[src/rtl/load_store_unit_if.sv]
`default_nettype none
// ============================================================================
// load_store_unit_if : request/response and data-RAM bundle of the LSU
// Revision: 1.0
// ============================================================================
interface load_store_unit_if;
    logic        req_valid;
    logic        req_ready;
    logic        req_we;
    logic [2:0]  req_funct3;
    logic [31:0] req_addr;
    logic [31:0] req_wdata;
    logic        resp_valid;
    logic [31:0] resp_rdata;
    logic        resp_err;
    logic        stall;
    logic        mem_request;
    logic        mem_w_en;
    logic [7:0]  mem_address;
    logic [3:0]  mem_masking;
    logic [31:0] mem_write_data;
    logic [31:0] mem_read_data;

    modport slave (
        input  req_valid, req_we, req_funct3, req_addr, req_wdata, mem_read_data,
        output req_ready, resp_valid, resp_rdata, resp_err, stall,
               mem_request, mem_w_en, mem_address, mem_masking, mem_write_data
    );

    modport master (
        output req_valid, req_we, req_funct3, req_addr, req_wdata, mem_read_data,
        input  req_ready, resp_valid, resp_rdata, resp_err, stall,
               mem_request, mem_w_en, mem_address, mem_masking, mem_write_data
    );
endinterface
`default_nettype wire

[src/rtl/load_store_unit.sv]
`default_nettype none
// ============================================================================
// load_store_unit : RV32I memory-stage access unit for a 256 x 32-bit RAM
// Revision: 1.0
// ============================================================================
module load_store_unit (
    input  logic                    clk,
    input  logic                    rst_n,
    load_store_unit_if.slave        bus
);
    typedef enum logic [1:0] {
        IDLE      = 2'd0,
        LOAD_WAIT = 2'd1,
        RESP      = 2'd2
    } state_e;

    state_e      state_q, state_d;
    logic [1:0]  lo_q, lo_d;
    logic [2:0]  f3_q, f3_d;
    logic [31:0] rdata_q, rdata_d;
    logic        err_q, err_d;

    logic        accept;
    logic        acc_err;
    logic [7:0]  ld_byte;
    logic [15:0] ld_half;
    logic [31:0] load_fmt;
    logic        unused_addr_bits;

    assign unused_addr_bits = ^bus.req_addr[31:10];

    assign bus.req_ready  = (state_q == IDLE);
    assign bus.stall      = bus.req_valid & ~bus.req_ready;
    assign accept         = bus.req_valid & bus.req_ready;
    assign bus.resp_valid = (state_q == RESP);
    assign bus.resp_err   = err_q & (state_q == RESP);
    assign bus.resp_rdata = rdata_q;

    always_comb begin
        acc_err = 1'b0;
        case (bus.req_funct3)
            3'd0:    acc_err = 1'b0;
            3'd1:    acc_err = bus.req_addr[0];
            3'd2:    acc_err = (bus.req_addr[1:0] != 2'b00);
            3'd4:    acc_err = bus.req_we;
            3'd5:    acc_err = bus.req_we | bus.req_addr[0];
            default: acc_err = 1'b1;
        endcase
    end

    // RAM port is live only in a legal accept cycle and never during reset
    always_comb begin
        bus.mem_request    = 1'b0;
        bus.mem_w_en       = 1'b0;
        bus.mem_address    = 8'd0;
        bus.mem_masking    = 4'b0000;
        bus.mem_write_data = 32'd0;
        if (accept && !acc_err && rst_n) begin
            bus.mem_request = 1'b1;
            bus.mem_address = bus.req_addr[9:2];
            if (bus.req_we) begin
                bus.mem_w_en = 1'b1;
                case (bus.req_funct3[1:0])
                    2'd0: begin
                        bus.mem_masking    = 4'b0001 << bus.req_addr[1:0];
                        bus.mem_write_data = {4{bus.req_wdata[7:0]}};
                    end
                    2'd1: begin
                        bus.mem_masking    = 4'b0011 << {bus.req_addr[1], 1'b0};
                        bus.mem_write_data = {2{bus.req_wdata[15:0]}};
                    end
                    default: begin
                        bus.mem_masking    = 4'b1111;
                        bus.mem_write_data = bus.req_wdata;
                    end
                endcase
            end
        end
    end

    always_comb begin
        ld_byte = 8'd0;
        case (lo_q)
            2'd0:    ld_byte = bus.mem_read_data[7:0];
            2'd1:    ld_byte = bus.mem_read_data[15:8];
            2'd2:    ld_byte = bus.mem_read_data[23:16];
            default: ld_byte = bus.mem_read_data[31:24];
        endcase
        ld_half = lo_q[1] ? bus.mem_read_data[31:16] : bus.mem_read_data[15:0];
        case (f3_q)
            3'd0:    load_fmt = {{24{ld_byte[7]}}, ld_byte};
            3'd4:    load_fmt = {24'd0, ld_byte};
            3'd1:    load_fmt = {{16{ld_half[15]}}, ld_half};
            3'd5:    load_fmt = {16'd0, ld_half};
            default: load_fmt = bus.mem_read_data;
        endcase
    end

    always_comb begin
        state_d = state_q;
        lo_d    = lo_q;
        f3_d    = f3_q;
        rdata_d = rdata_q;
        err_d   = err_q;
        case (state_q)
            IDLE: begin
                if (accept) begin
                    err_d = acc_err;
                    if (acc_err || bus.req_we) begin
                        rdata_d = 32'd0;
                        state_d = RESP;
                    end else begin
                        lo_d    = bus.req_addr[1:0];
                        f3_d    = bus.req_funct3;
                        state_d = LOAD_WAIT;
                    end
                end
            end
            LOAD_WAIT: begin
                rdata_d = load_fmt;
                state_d = RESP;
            end
            RESP:    state_d = IDLE;
            default: state_d = IDLE;
        endcase
    end

    always_ff @(posedge clk or negedge rst_n) begin
        if (!rst_n) begin
            state_q <= IDLE;
            lo_q    <= 2'd0;
            f3_q    <= 3'd0;
            rdata_q <= 32'd0;
            err_q   <= 1'b0;
        end else begin
            state_q <= state_d;
            lo_q    <= lo_d;
            f3_q    <= f3_d;
            rdata_q <= rdata_d;
            err_q   <= err_d;
        end
    end
endmodule
`default_nettype wire

[src/flat_wrapper.sv]
// flat-port wrapper written by rule: the top's interface ports become plain ports
module load_store_unit_flat 
  (clk, rst_n, bus_req_valid, bus_req_we, bus_req_funct3, bus_req_addr, bus_req_wdata, bus_mem_read_data, bus_req_ready, bus_resp_valid, bus_resp_rdata, bus_resp_err, bus_stall, bus_mem_request, bus_mem_w_en, bus_mem_address, bus_mem_masking, bus_mem_write_data);
  load_store_unit_if bus_i ();
  input  logic clk;
  input  logic rst_n;
  input wire logic [$bits(bus_i.req_valid)-1:0] bus_req_valid;
  input wire logic [$bits(bus_i.req_we)-1:0] bus_req_we;
  input wire logic [$bits(bus_i.req_funct3)-1:0] bus_req_funct3;
  input wire logic [$bits(bus_i.req_addr)-1:0] bus_req_addr;
  input wire logic [$bits(bus_i.req_wdata)-1:0] bus_req_wdata;
  input wire logic [$bits(bus_i.mem_read_data)-1:0] bus_mem_read_data;
  output wire logic [$bits(bus_i.req_ready)-1:0] bus_req_ready;
  output wire logic [$bits(bus_i.resp_valid)-1:0] bus_resp_valid;
  output wire logic [$bits(bus_i.resp_rdata)-1:0] bus_resp_rdata;
  output wire logic [$bits(bus_i.resp_err)-1:0] bus_resp_err;
  output wire logic [$bits(bus_i.stall)-1:0] bus_stall;
  output wire logic [$bits(bus_i.mem_request)-1:0] bus_mem_request;
  output wire logic [$bits(bus_i.mem_w_en)-1:0] bus_mem_w_en;
  output wire logic [$bits(bus_i.mem_address)-1:0] bus_mem_address;
  output wire logic [$bits(bus_i.mem_masking)-1:0] bus_mem_masking;
  output wire logic [$bits(bus_i.mem_write_data)-1:0] bus_mem_write_data;
  assign bus_i.req_valid = bus_req_valid;
  assign bus_i.req_we = bus_req_we;
  assign bus_i.req_funct3 = bus_req_funct3;
  assign bus_i.req_addr = bus_req_addr;
  assign bus_i.req_wdata = bus_req_wdata;
  assign bus_i.mem_read_data = bus_mem_read_data;
  assign bus_req_ready = bus_i.req_ready;
  assign bus_resp_valid = bus_i.resp_valid;
  assign bus_resp_rdata = bus_i.resp_rdata;
  assign bus_resp_err = bus_i.resp_err;
  assign bus_stall = bus_i.stall;
  assign bus_mem_request = bus_i.mem_request;
  assign bus_mem_w_en = bus_i.mem_w_en;
  assign bus_mem_address = bus_i.mem_address;
  assign bus_mem_masking = bus_i.mem_masking;
  assign bus_mem_write_data = bus_i.mem_write_data;
  load_store_unit u_core (.clk(clk), .rst_n(rst_n), .bus(bus_i));
endmodule
[config.mk]
export PLATFORM = sky130hd
export DESIGN_NAME = load_store_unit_flat
export DESIGN_NICKNAME = d
export VERILOG_FILES = /design/src/rtl/load_store_unit_if.sv /design/src/rtl/load_store_unit.sv /design/src/flat_wrapper.sv
export SDC_FILE = /design/constraint.sdc
export NUM_CORES = 1
export LEC_CHECK = 0
export CAP_MARGIN = 40
export CORE_MARGIN = 10
export CORE_UTILIZATION = 45
export DETAILED_ROUTE_END_ITERATION = 7
export DONT_BUFFER_PORTS = 1
export MAX_ROUTING_LAYER = met4
export PLACE_DENSITY = 0.66
export SYNTH_ARGS = -nofsm -noshare
export SYNTH_HDL_FRONTEND = slang
export SYNTH_SLANG_ARGS = --single-unit
[constraint.sdc]
create_clock -name clk -period 2.11 [get_ports clk]
set_input_delay 0.3165 -clock clk [delete_from_list [all_inputs] [get_ports clk]]
set_output_delay 0.3165 -clock clk [all_outputs]
set_load 0.02 [all_outputs]
### After elaboration in Yosys (flattened, before gate mapping)

Cells that the tools add are included.

| word-level totals | value |
|---|---|
| bits in registers | 40 |
| input port bits | 103 |
| output and inout bits | 82 |
| word-level logic and storage cells | 61 |

| operators by class | value |
|---|---|
| eq/ne operators | 14 |
| shift operators | 2 |
| mux-type cells | 20 |
| bitwise gates (word level) | 6 |
| reductions and logical operators | 14 |

Operators by type and width:

| kind | number |
|---|---|
| 2-to-1 mux 32 bit | 4 |
| case mux 32 bit (2 select lines) | 2 |
| case mux 32 bit (4 select lines) | 1 |
| case mux 8 bit (3 select lines) | 1 |
| 2-to-1 mux 16 bit | 1 |
| equality test 3 bit, second input constant | 4 |
| 2-to-1 mux 4 bit | 2 |
| 2-to-1 mux 8 bit | 1 |
| case mux 4 bit (2 select lines) | 1 |
| equality test 2 x 1 -> 1 bit, second input constant | 3 |
| equality test 3 x 1 -> 1 bit, second input constant | 2 |
| zero test 2 bit | 3 |
| zero test 3 bit | 2 |
| AND reduction 3 bit | 2 |
| case mux 1 bit (5 select lines) | 1 |
| equality test 2 bit, second input constant | 2 |
| 2-to-1 mux 2 bit | 2 |
| != test 2 bit, second input constant | 2 |
| case mux 2 bit (2 select lines) | 1 |
| nonzero test 2 bit | 2 |
| left shift 1 x 2 -> 4 bit, first input constant | 1 |
| left shift 2 x 2 -> 4 bit, first input constant | 1 |
| bitwise AND 1 bit | 3 |
| equality test 3 x 2 -> 1 bit, second input constant | 1 |
| other kinds (7) | 11 |

### Depth between registers and ports, before layout

Gate-level depths: netlist of the first run.

| depth | value |
|---|---|
| depth after elaboration | 6 |
| depth in mapped cells | 7 |
| gate-level depth less buffers | 5 |

### Least setup slack after synthesis of the first run

No wires, ideal clock.

| timing path | value |
|---|---|
| path kind | reg2out |
| from | reg u_core.state_q[0] |
| to | out bus_mem_masking[2] |
| data arrival time | 1.936 ns |
| slack | -0.143 ns |
| cell stages (with the launch flop) | 7 |
| path through | dfrtp_1 -> nor2_2 -> nand3_1 -> or4b_4 -> buf_6 -> buf_6 -> nor2_1 |

| between the ends | value |
|---|---|
| cells in the longest elaborated chain, start to end | 5 |

RTL lines:

| item | RTL line | text |
|---|---|---|
| start: declaration | load_store_unit.sv:17 | `state_e state_q, state_d;` |
| start signal: assignment | load_store_unit.sv:136 | `state_q <= state_d;` |
| zero test 2 bit | load_store_unit.sv:32 | `assign bus.req_ready = (state_q == IDLE);` |
| named net bus_req_ready | flat_wrapper.sv:13 | `output wire logic [$bits(bus_i.req_ready)-1:0] bus_req_ready;` |
| bitwise AND 1 bit | load_store_unit.sv:34 | `assign accept = bus.req_valid & bus.req_ready;` |
| logical AND 1 bit (2 in a row) | load_store_unit.sv:58 | `if (accept && !acc_err && rst_n) begin` |
| 2-to-1 mux 4 bit | load_store_unit.sv:58 |  |
| end: declaration | flat_wrapper.sv:21 | `output wire logic [$bits(bus_i.mem_masking)-1:0] bus_mem_masking;` |

The timed path passes the listed nets, and every way through them passes these cells.

### Final worst setup path of the first run

| timing path | value |
|---|---|
| from | reg u_core.state_q[0] |
| to | out bus_mem_write_data[11] |

| between the ends | value |
|---|---|
| cells in the longest elaborated chain, start to end | 5 |

RTL lines:

| item | RTL line | text |
|---|---|---|
| zero test 2 bit | load_store_unit.sv:32 |  |
| bitwise AND 1 bit | load_store_unit.sv:34 |  |
| logical AND 1 bit (2 in a row) | load_store_unit.sv:58 |  |
| 2-to-1 mux 32 bit | load_store_unit.sv:58 |  |
| end: declaration | flat_wrapper.sv:22 | `output wire logic [$bits(bus_i.mem_write_data)-1:0] bus_mem_write_data;` |

No other way between the ends.

==> results of run 1 <==
==> cells in the mapped netlist, types with 5 or more instances <==
cell	n
sky130_fd_sc_hd__nand2b_1	12
sky130_fd_sc_hd__mux2i_1	17
sky130_fd_sc_hd__clkbuf_1	11
sky130_fd_sc_hd__dfrtp_1	40
sky130_fd_sc_hd__nor2b_1	8
sky130_fd_sc_hd__o21ai_0	17
sky130_fd_sc_hd__inv_1	7
sky130_fd_sc_hd__mux2_1	5
sky130_fd_sc_hd__and3b_1	5
sky130_fd_sc_hd__buf_2	8
sky130_fd_sc_hd__nor2_1	35
sky130_fd_sc_hd__nand3_1	12
sky130_fd_sc_hd__nand2_1	26
sky130_fd_sc_hd__a221o_1	29
sky130_fd_sc_hd__a31oi_1	5
sky130_fd_sc_hd__and2_1	19
sky130_fd_sc_hd__a21oi_1	26
==> cells in the final DEF (no fill, tap or decap), types with 2 or more instances in the layout <==
master / synthesis / layout
sky130_fd_sc_hd__a21oi_1: 26 / 23
sky130_fd_sc_hd__a21oi_2: 3 / 3
sky130_fd_sc_hd__a21oi_4: 0 / 3
sky130_fd_sc_hd__a221o_1: 29 / 29
sky130_fd_sc_hd__a221oi_1: 2 / 2
sky130_fd_sc_hd__a22o_1: 2 / 2
sky130_fd_sc_hd__a31oi_1: 5 / 5
sky130_fd_sc_hd__and2_1: 19 / 11
sky130_fd_sc_hd__and2_4: 0 / 8
sky130_fd_sc_hd__and3b_1: 5 / 5
sky130_fd_sc_hd__buf_4: 0 / 23
sky130_fd_sc_hd__buf_6: 4 / 4
sky130_fd_sc_hd__clkbuf_8: 0 / 7
sky130_fd_sc_hd__dfrtp_1: 40 / 40
sky130_fd_sc_hd__inv_1: 7 / 7
sky130_fd_sc_hd__mux2_1: 5 / 5
sky130_fd_sc_hd__mux2_2: 2 / 2
sky130_fd_sc_hd__mux2i_1: 17 / 17
sky130_fd_sc_hd__nand2_1: 26 / 26
sky130_fd_sc_hd__nand2b_1: 12 / 12
sky130_fd_sc_hd__nand3_1: 12 / 11
sky130_fd_sc_hd__nor2_1: 35 / 18
sky130_fd_sc_hd__nor2_2: 1 / 8
sky130_fd_sc_hd__nor2_4: 0 / 10
sky130_fd_sc_hd__nor2b_1: 8 / 8
sky130_fd_sc_hd__nor3_1: 3 / 3
sky130_fd_sc_hd__o21ai_0: 17 / 17
sky130_fd_sc_hd__o22ai_1: 2 / 2
sky130_fd_sc_hd__or3_1: 2 / 2
==> worst paths after layout <==
| path | from | to | slack, ns | cells after the start |
|---|---|---|---|---|
| hold reg to reg | u_core.err_q$_DFFE_PN0P_ | u_core.err_q$_DFFE_PN0P_ | 0.51 | 1 |
| setup / recovery | u_core.state_q[0]$_DFFE_PN0P_ | bus_mem_write_data[11] | -0.17 | 6 |
| min in group asynchronous | rst_n | u_core.bus.resp_rdata[0]$_DFFE_PN0P_ | 0.51 | 2 |
| hold / removal | bus_req_addr[0] | u_core.lo_q[0]$_DFFE_PN0P_ | 0.14 | 1 |
| max in group asynchronous | rst_n | u_core.f3_q[0]$_DFFE_PN0P_ | 1.41 | 2 |
| setup reg to reg | u_core.state_q[0]$_DFFE_PN0P_ | u_core.f3_q[0]$_DFFE_PN0P_ | 0.21 | 7 |
==> layer usage <==
metal	global-route usage, %	share of wire [%]
met1	19.88	35
met2	31.52	50
met3	9.148	13
met4	3.528	1.6
met5	-	0
==> power groups by stage <==
stage          sequential (W)  clock (W)  combinational (W)
6_report              0.00110   0.000688           0.000725
5_1_grt               0.00112   0.000724           0.000810
4_1_cts               0.00110   0.000693           0.000720
3_5_place_dp          0.00112          0           0.000681
3_3_place_gp          0.00111          0           0.000662
2_1_floorplan         0.00109          0           0.000553
==> cells by family after synthesis <==
group / after synthesis / share of synthesized area, %
and+or+nand+nor: 127 / 23.56
AOI/OAI and AO/OA: 92 / 24.37
DFF: 40 / 36.10
buffers and inverters: 35 / 6.182
muxes: 25 / 9.792
==> worst register-to-register path, cell delays in order (launching register included) <==
cell and delay [ns]:
sky130_fd_sc_hd__dfrtp_1 0.41, sky130_fd_sc_hd__nor2_4 0.13, sky130_fd_sc_hd__buf_4 0.11, sky130_fd_sc_hd__buf_4 0.08, sky130_fd_sc_hd__buf_4 0.14, sky130_fd_sc_hd__nand2_1 0.08
sky130_fd_sc_hd__or3_1 0.48, sky130_fd_sc_hd__mux2_1 0.36
==> through the flow <==
step / std cells / setup WS [ns] / setup TNS [ns] / utilization, % / cell area (um2)
floorplan: 319 / 0.01015 / 0 / - / 2820
global placement: 390 / 0.1448 / 0 / 49.60 / 2954
detailed placement: 390 / 0.1415 / 0 / 49.60 / 2954
CTS: 402 / -0.1567 / -3.121 / 54.24 / 3231
global route: 404 / -0.2403 / -5.690 / 54.81 / 3264
finish: 404 / -0.1651 / -3.203 / 54.81 / 3264
==> what timing repair did <==
action,4_1_cts,5_1_grt
setup buffers,2,2
pin swaps,8,9
resized for setup,28,10
setup endpoints to repair,36,37
endpoints found under the hold margin,40,0
hold buffers,2,0
==> state kept, by name (all words and copies together) (netlist names) <==
name / count
u_core.bus.resp_rdata: 32
u_core.err_q: 1
u_core.f3_q: 3
u_core.lo_q: 2
u_core.state_q: 2
==> area by class of cell <==
type	count	area [um2]
inverters	8	35.03
repair buffers	29	247.7
multi-input cells	244	1760
flip-flops and latches	40	1001
fillers	533	2691
clock inverters	1	30.03
clock buffers	7	96.34
well taps	75	93.84
==> summary.md, run 1 <==
| Metric | Value |
|---|---|
| Netlist cell types | `39` |
| Critical path required time | `1.79 ns` |
| Worst ir drop on vdd | `0.3849 mV` |
| Routed Wire Length | `9304 um` |
| Worst Skew | `0.004030 ns` |
| Area of the core region | `roughly 6000 um2` |
| Top cells by area, synth | `sky130_fd_sc_hd__dfrtp_1 (36%), sky130_fd_sc_hd__a221o_1 (10%), sky130_fd_sc_hd__mux2i_1 (6.1%)` |
| Max frequency | `0.4395 GHz` |
| Number of ports placed on the die boundary | `185` |
| Via-per-instance ratio | `6.295` |
| Element type at the critical path end | `output pin` |
| Area share of the leading cell type in the synthesized netlist | `36.10%` |
| Worst slew margin relative to its limit | `59.80%` |
| Overall via count from detail_route | `2,543` |
| Number of nets in the layout | `approximately 430` |
| Static leakage | `1.412 nW` |
| Initial antenna violation count | `0` |
| Cell with the largest stage delay on the worst path | `sky130_fd_sc_hd__or4b_4` |
| Summed instance area of the synthesized netlist | `2773 um2` |
| Number of synthesized register bits | `40` |
| Die area | `9701 um2` |
| Worst path max stage delay | `0.54 ns` |
| Deepest clock path buffer count | `2` |
| Clk sink count | `40` |
| Outcome | `finished, violations left` |
| Die boundary width | `between 90 and 100 um` |
| Hold Crit Class | `in2reg` |
| Gr usage total | `18.82%` |
| Number of port buffers | `0` |
| Remaining antenna violation count after routing | `0` |
| Number of setup violations in the final report | `36` |
| # rows | `28` |
| Synthesized instance count | `319` |
| Leading register cell type out of synthesis | `sky130_fd_sc_hd__dfrtp_1` |
| H-Tree Level Count | `2` |
| Cell-internal power | `0.001616 W` |
| Number of diodes added for antenna fixing | `0` |
| Ratio of total power to cell area | `between 700 and 800 nW/um2` |
| Weighted congestion at the end of routability-driven global placement | `0.8773` |
| Maximum number of pins on one net before global-route repair | `41` |
| Slew Viols, Final | `0` |
| Count of synthesis-stage warnings from yosys | `0` |
| Total power draw | `0.002507 W` |
| EDFF count, synth | `0` |
| Switching Fraction | `35.56%` |
| DRT Pass-1 Iters | `4` |
| Hold Slack | `0.1438 ns` |
| Final HPWL DP | `7218 um` |
| Max FO, Critical Path | `10` |
| Floorplan die height | `98.50 um` |
| PnR worst setup slack | `-0.1651 ns` |
| Net switching power | `about 0.00089 W` |
| Clock group share of total power | `between 20% and 30%` |
| Leftover overflow at the end of global routing | `0` |
| Number of buffer and inverter instances along the worst setup path | `2` |
| Kind of start point of the critical path | `flip-flop` |
| Sequential share of the synthesized area | `36.10%` |
| Part of the total power dissipated in combinational logic | `28.9%` |
| Wire length of the first global-routing pass | `14,630 um` |
| Average wire per cell in the routed design | `approximately 23 um` |
| Crit path DAT | `1.96 ns` |
| Cell-by-cell listing of the critical path | `nor2_4 > nand3_2 > or4b_4 > buf_6 > a21oi_1 > buf_4` |
| Reported max-cap violation count | `0` |
| Clock tree from TritonCTS | `yes` |
| Relative area change from synthesis to final layout | `17.73%` |
| Kind of critical path | `reg2out` |
| Net count after synthesis | `roughly 420` |
| Final worst-path cycle share | `107.8%` |
| Fraction of synthesis flops using an asynchronous set or reset pin | `100.0%` |
| Cell family with most CP delay | `simple AND/OR/NAND/NOR gates` |
| Avg Synthesized Cell Area | `8.692 um2` |
| Clock root buffer | `sky130_fd_sc_hd__clkbuf_8` |
| Minimum clock period | `~2.3 ns` |
| Setup repair after global routing missed its margin | `true` |
| Fraction of layout instances using a drive strength above 1 | `23.71%` |
| Library cell occupying the most area in the post-synthesis netlist | `sky130_fd_sc_hd__dfrtp_1` |
| Part of the power in registers | `43.7%` |
| Worst Max-Slew Pin Slew | `0.6008 ns` |
| Number of buffers created by CTS | `5` |
| Via count of the first global-routing pass | `about 2,700` |
| Iteration-0 DRC count of the detailed router | `about 200` |
| Initial core utilization | `46.55%` |
| Clock slew seen by the registers of the worst setup and hold paths | `0.08 ns` |
| Failing checks | `setup timing` |
| Latest clock arrival within the worst-skew pair | `roughly 0.30 ns` |
| Number of endpoints with negative hold slack in the final report | `0` |
| Residual DRC | `0` |
(Power assumes the default switching activity.)
==> run 2: changes to the inputs <==
Settings changed: GPL_TIMING_DRIVEN from default to 0.
==> run 2 against run 1 <==
  * The flow still finishes with violations (setup timing)
  * Sequential power hardly changed
  * Sequential share of layout area is 1.0 points lower
  * Critical path type unchanged
  * Flip-flop and latch count stayed put
  * Via count is 5.2% higher
  * Highest routed layer unchanged
  * Power is 0.90% lower
  * Combinational power is 2% higher
  * Routed wire length is 8.8% higher
==> summary.md, run 2 (synthesis results as in run 1) <==
| Metric | Value |
|---|---|
| Static leakage | `1.403 nW (-0.67%)` |
| Hold Crit Class | `in2reg` |
| Clock tree from TritonCTS | `yes` |
| Critical path required time | `1.79 ns (about the same)` |
| Leftover overflow at the end of global routing | `0 (unchanged)` |
| Reported max-cap violation count | `0 (unchanged)` |
| Pre-CTS worst setup slack | `-0.1664 ns (-0.3079 ns)` |
| Routed Wire Length | `10,130 um (+8.8%)` |
| Kind of start point of the critical path | `flip-flop` |
| Initial antenna violation count | `0 (unchanged)` |
| Iteration-0 DRC count of the detailed router | `123 (-38%)` |
| Ratio of total power to cell area | `734.2 nW/um2 (-4.4%)` |
| Via count of the first global-routing pass | `2,851 (+7.5%)` |
| Average wire per cell in the routed design | `24.40 um (+6.0%)` |
| Max FO, Critical Path | `10 (unchanged)` |
| Worst path max stage delay | `0.52 ns (-0.02 ns)` |
| DP Cell Count | `394 (+1.0%)` |
| Area occupied by multi-input gates | `1863 um2 (+5.8%)` |
| Fraction of layout instances using a drive strength above 1 | `24.12% (+0.41 points)` |
| Initial core utilization | `46.55% (unchanged)` |
| Element type at the critical path end | `output pin` |
| Minimum clock period | `2.431 ns (+0.1557 ns)` |
| Weighted congestion at the end of routability-driven global placement | `0.8972 (+2.3%)` |
| Number of setup violations in the final report | `45 (+25%)` |
| Area of the core region | `5956 um2 (unchanged)` |
| Residual DRC | `0 (unchanged)` |
| Worst slew margin relative to its limit | `49.68% (-10 points)` |
| Reg area | `1003 um2 (+0.25%)` |
| Cell with the largest stage delay on the worst path | `sky130_fd_sc_hd__or4b_4` |
| Clock root buffer | `sky130_fd_sc_hd__clkbuf_8` |
| H-Tree Level Count | `2 (unchanged)` |
| Worst Max-Slew Pin Slew | `0.7548 ns (+0.1540 ns)` |
| Total Negative Setup Slacks | `-11.46 ns (-8.253 ns)` |
| Number of ports placed on the die boundary | `185 (unchanged)` |
| Overall via count from detail_route | `2,675 (+5.2%)` |
| Relative area change from synthesis to final layout | `22.07%` |
| Hold Slack | `0.1469 ns (+0.003151 ns)` |
| Number of buffers created by CTS | `5 (unchanged)` |
| Fin util | `56.83% (+2.0 points)` |
| Worst ir drop on vdd | `0.4834 mV (+26%)` |
| Clk sink count | `40 (unchanged)` |
| Most used cells in the layout excluding fill and tap cells | `sky130_fd_sc_hd__dfrtp_1 (38), sky130_fd_sc_hd__a221o_1 (29), sky130_fd_sc_hd__nand2_1 (26)` |
| Via-per-instance ratio | `6.446 (+2.4%)` |
| Kind of critical path | `reg2out` |
| Maximum number of pins on one net before global-route repair | `41 (unchanged)` |
| Final HPWL DP | `7808 um (+8.2%)` |
| Leading cell type in the layout, fill and taps excluded | `sky130_fd_sc_hd__dfrtp_1` |
| PnR worst setup slack | `-0.3207 ns (-0.1557 ns)` |
| Count of placed standard cells in the final layout, fillers left out | `415 (+2.7%)` |
| Number of endpoints with negative hold slack in the final report | `0 (unchanged)` |
| Failing checks | `setup timing` |
| Cell-by-cell listing of the critical path | `nor2_4 > nand3_2 > or4b_4 > buf_12 > buf_12 > a21oi_4` |
| Number of diodes added for antenna fixing | `0 (unchanged)` |
| # rows | `28 (unchanged)` |
| Floorplan die height | `98.50 um (unchanged)` |
| Crit path DAT | `2.11 ns (+0.15 ns)` |
| Die area | `9701 um2 (unchanged)` |
| Outcome | `finished, violations left` |
| Final worst-path cycle share | `115.2% (+7.4 points)` |
| Remaining antenna violation count after routing | `0 (unchanged)` |
| Worst Skew | `0.007920 ns (+0.003890 ns)` |
| Gr usage total | `19.85% (+1.0 points)` |
| Max frequency | `0.4114 GHz (-6.4%)` |
| Latest clock arrival within the worst-skew pair | `0.30 ns (about the same)` |
| Number of fill cells | `527 (-1.1%)` |
| Clock slew seen by the registers of the worst setup and hold paths | `0.08 ns (about the same)` |
| Most numerous cell on the critical path | `sky130_fd_sc_hd__buf_12` |
| Number of port buffers | `0 (unchanged)` |
| Number of nets in the layout | `442 (+2.6%)` |
| Slew Viols, Final | `0 (unchanged)` |
| Number of flip-flops in the largest register | `32 (unchanged)` |
| Setup repair after global routing missed its margin | `true` |
| Wire length of the first global-routing pass | `15,490 um (+5.8%)` |
| DRT Pass-1 Iters | `4 (unchanged)` |
| Die boundary width | `98.50 um (unchanged)` |
| Deepest clock path buffer count | `2 (unchanged)` |
[run 2: cell types whose count changed in the layout (fill, tap and decap cells not counted), sizes merged]
cell and change:
inv +1, clkinv +1, buf -1, clkbuf +9, clkinvlp +1
[run 2: critical path: cells and delay by family (launching register included)]
family | cells | cell delay, ns
and+or+nand+nor | 3 | 0.86
DFF | 1 | 0.43
buffers and inverters | 2 | 0.32
AOI/OAI and AO/OA | 1 | 0.20
[run 2: routing by layer]
| layer | vias to the layer above | track usage [%] | part of all wire, % | wire [um] |
|---|---|---|---|---|
| met4 | 0 | 5.954 | 2.7 | 272 |
| li1 | 1191 | - | - | - |
| met1 | 1295 | 20.80 | 36 | 3602 |
| met2 | 168 | 33.38 | 49 | 4955 |
| met5 | - | - | 0 | 0 |
| met3 | 21 | 8.310 | 13 | 1294 |
[run 2: area by class of cell]
| cell class | instances | area share, % |
|---|---|---|
| plain buffers | 27 | 4.843 |
| multi-input cells | 244 | 55.05 |
| repair inverters | 1 | 0.1848 |
| flip-flops and latches | 40 | 29.65 |
| clock inverters | 3 | 1.257 |
| inverters | 8 | 1.109 |
| repair buffers | 12 | 3.105 |
| clock buffers | 5 | 2.033 |
| well taps | 75 | 2.773 |
[run 2: where the power goes]
part           internal [W]  switching (W)  leakage, nW
Sequential         0.000887       0.000223        0.531
Combinational      0.000298       0.000445        0.817
Clock              0.000350       0.000282       0.0541
Total               0.00153       0.000950         1.40
[run 2: path summary, 6_finish.rpt]
path | start | endpoint | slack [ns] | depth (start not counted)
max | u_core.state_q[0]$_DFFE_PN0P_ | bus_mem_write_data[15] | -0.32 | 6
min | bus_req_addr[0] | u_core.lo_q[0]$_DFFE_PN0P_ | 0.15 | 1
max reg2reg | u_core.lo_q[1]$_DFFE_PN0P_ | u_core.bus.resp_rdata[4]$_DFFE_PN0P_ | 0.16 | 6
min reg2reg | u_core.err_q$_DFFE_PN0P_ | u_core.err_q$_DFFE_PN0P_ | 0.51 | 1
max in group asynchronous | rst_n | u_core.state_q[0]$_DFFE_PN0P_ | 1.43 | 2
min in group asynchronous | rst_n | u_core.bus.resp_rdata[0]$_DFFE_PN0P_ | 0.47 | 2
[run 2: timing repair]
action / in CTS / in global routing
endpoints found under the hold margin: 40 / 0
buffers inserted: 3 / 7
setup endpoints to repair: 45 / 55
resized for setup: 52 / 12
pin swaps: 11 / 13
hold buffers: 2 / 0
gates cloned: 1 / 0
[run 2: through the flow]
step / cell area (um2) / power [W]
after floorplan: 2820 / 0.001639
after global placement: 2914 / 0.001789
after detailed placement: 2914 / 0.001808
after CTS: 3264 / 0.002489
after global routing: 3385 / 0.002628
final: 3385 / 0.002485
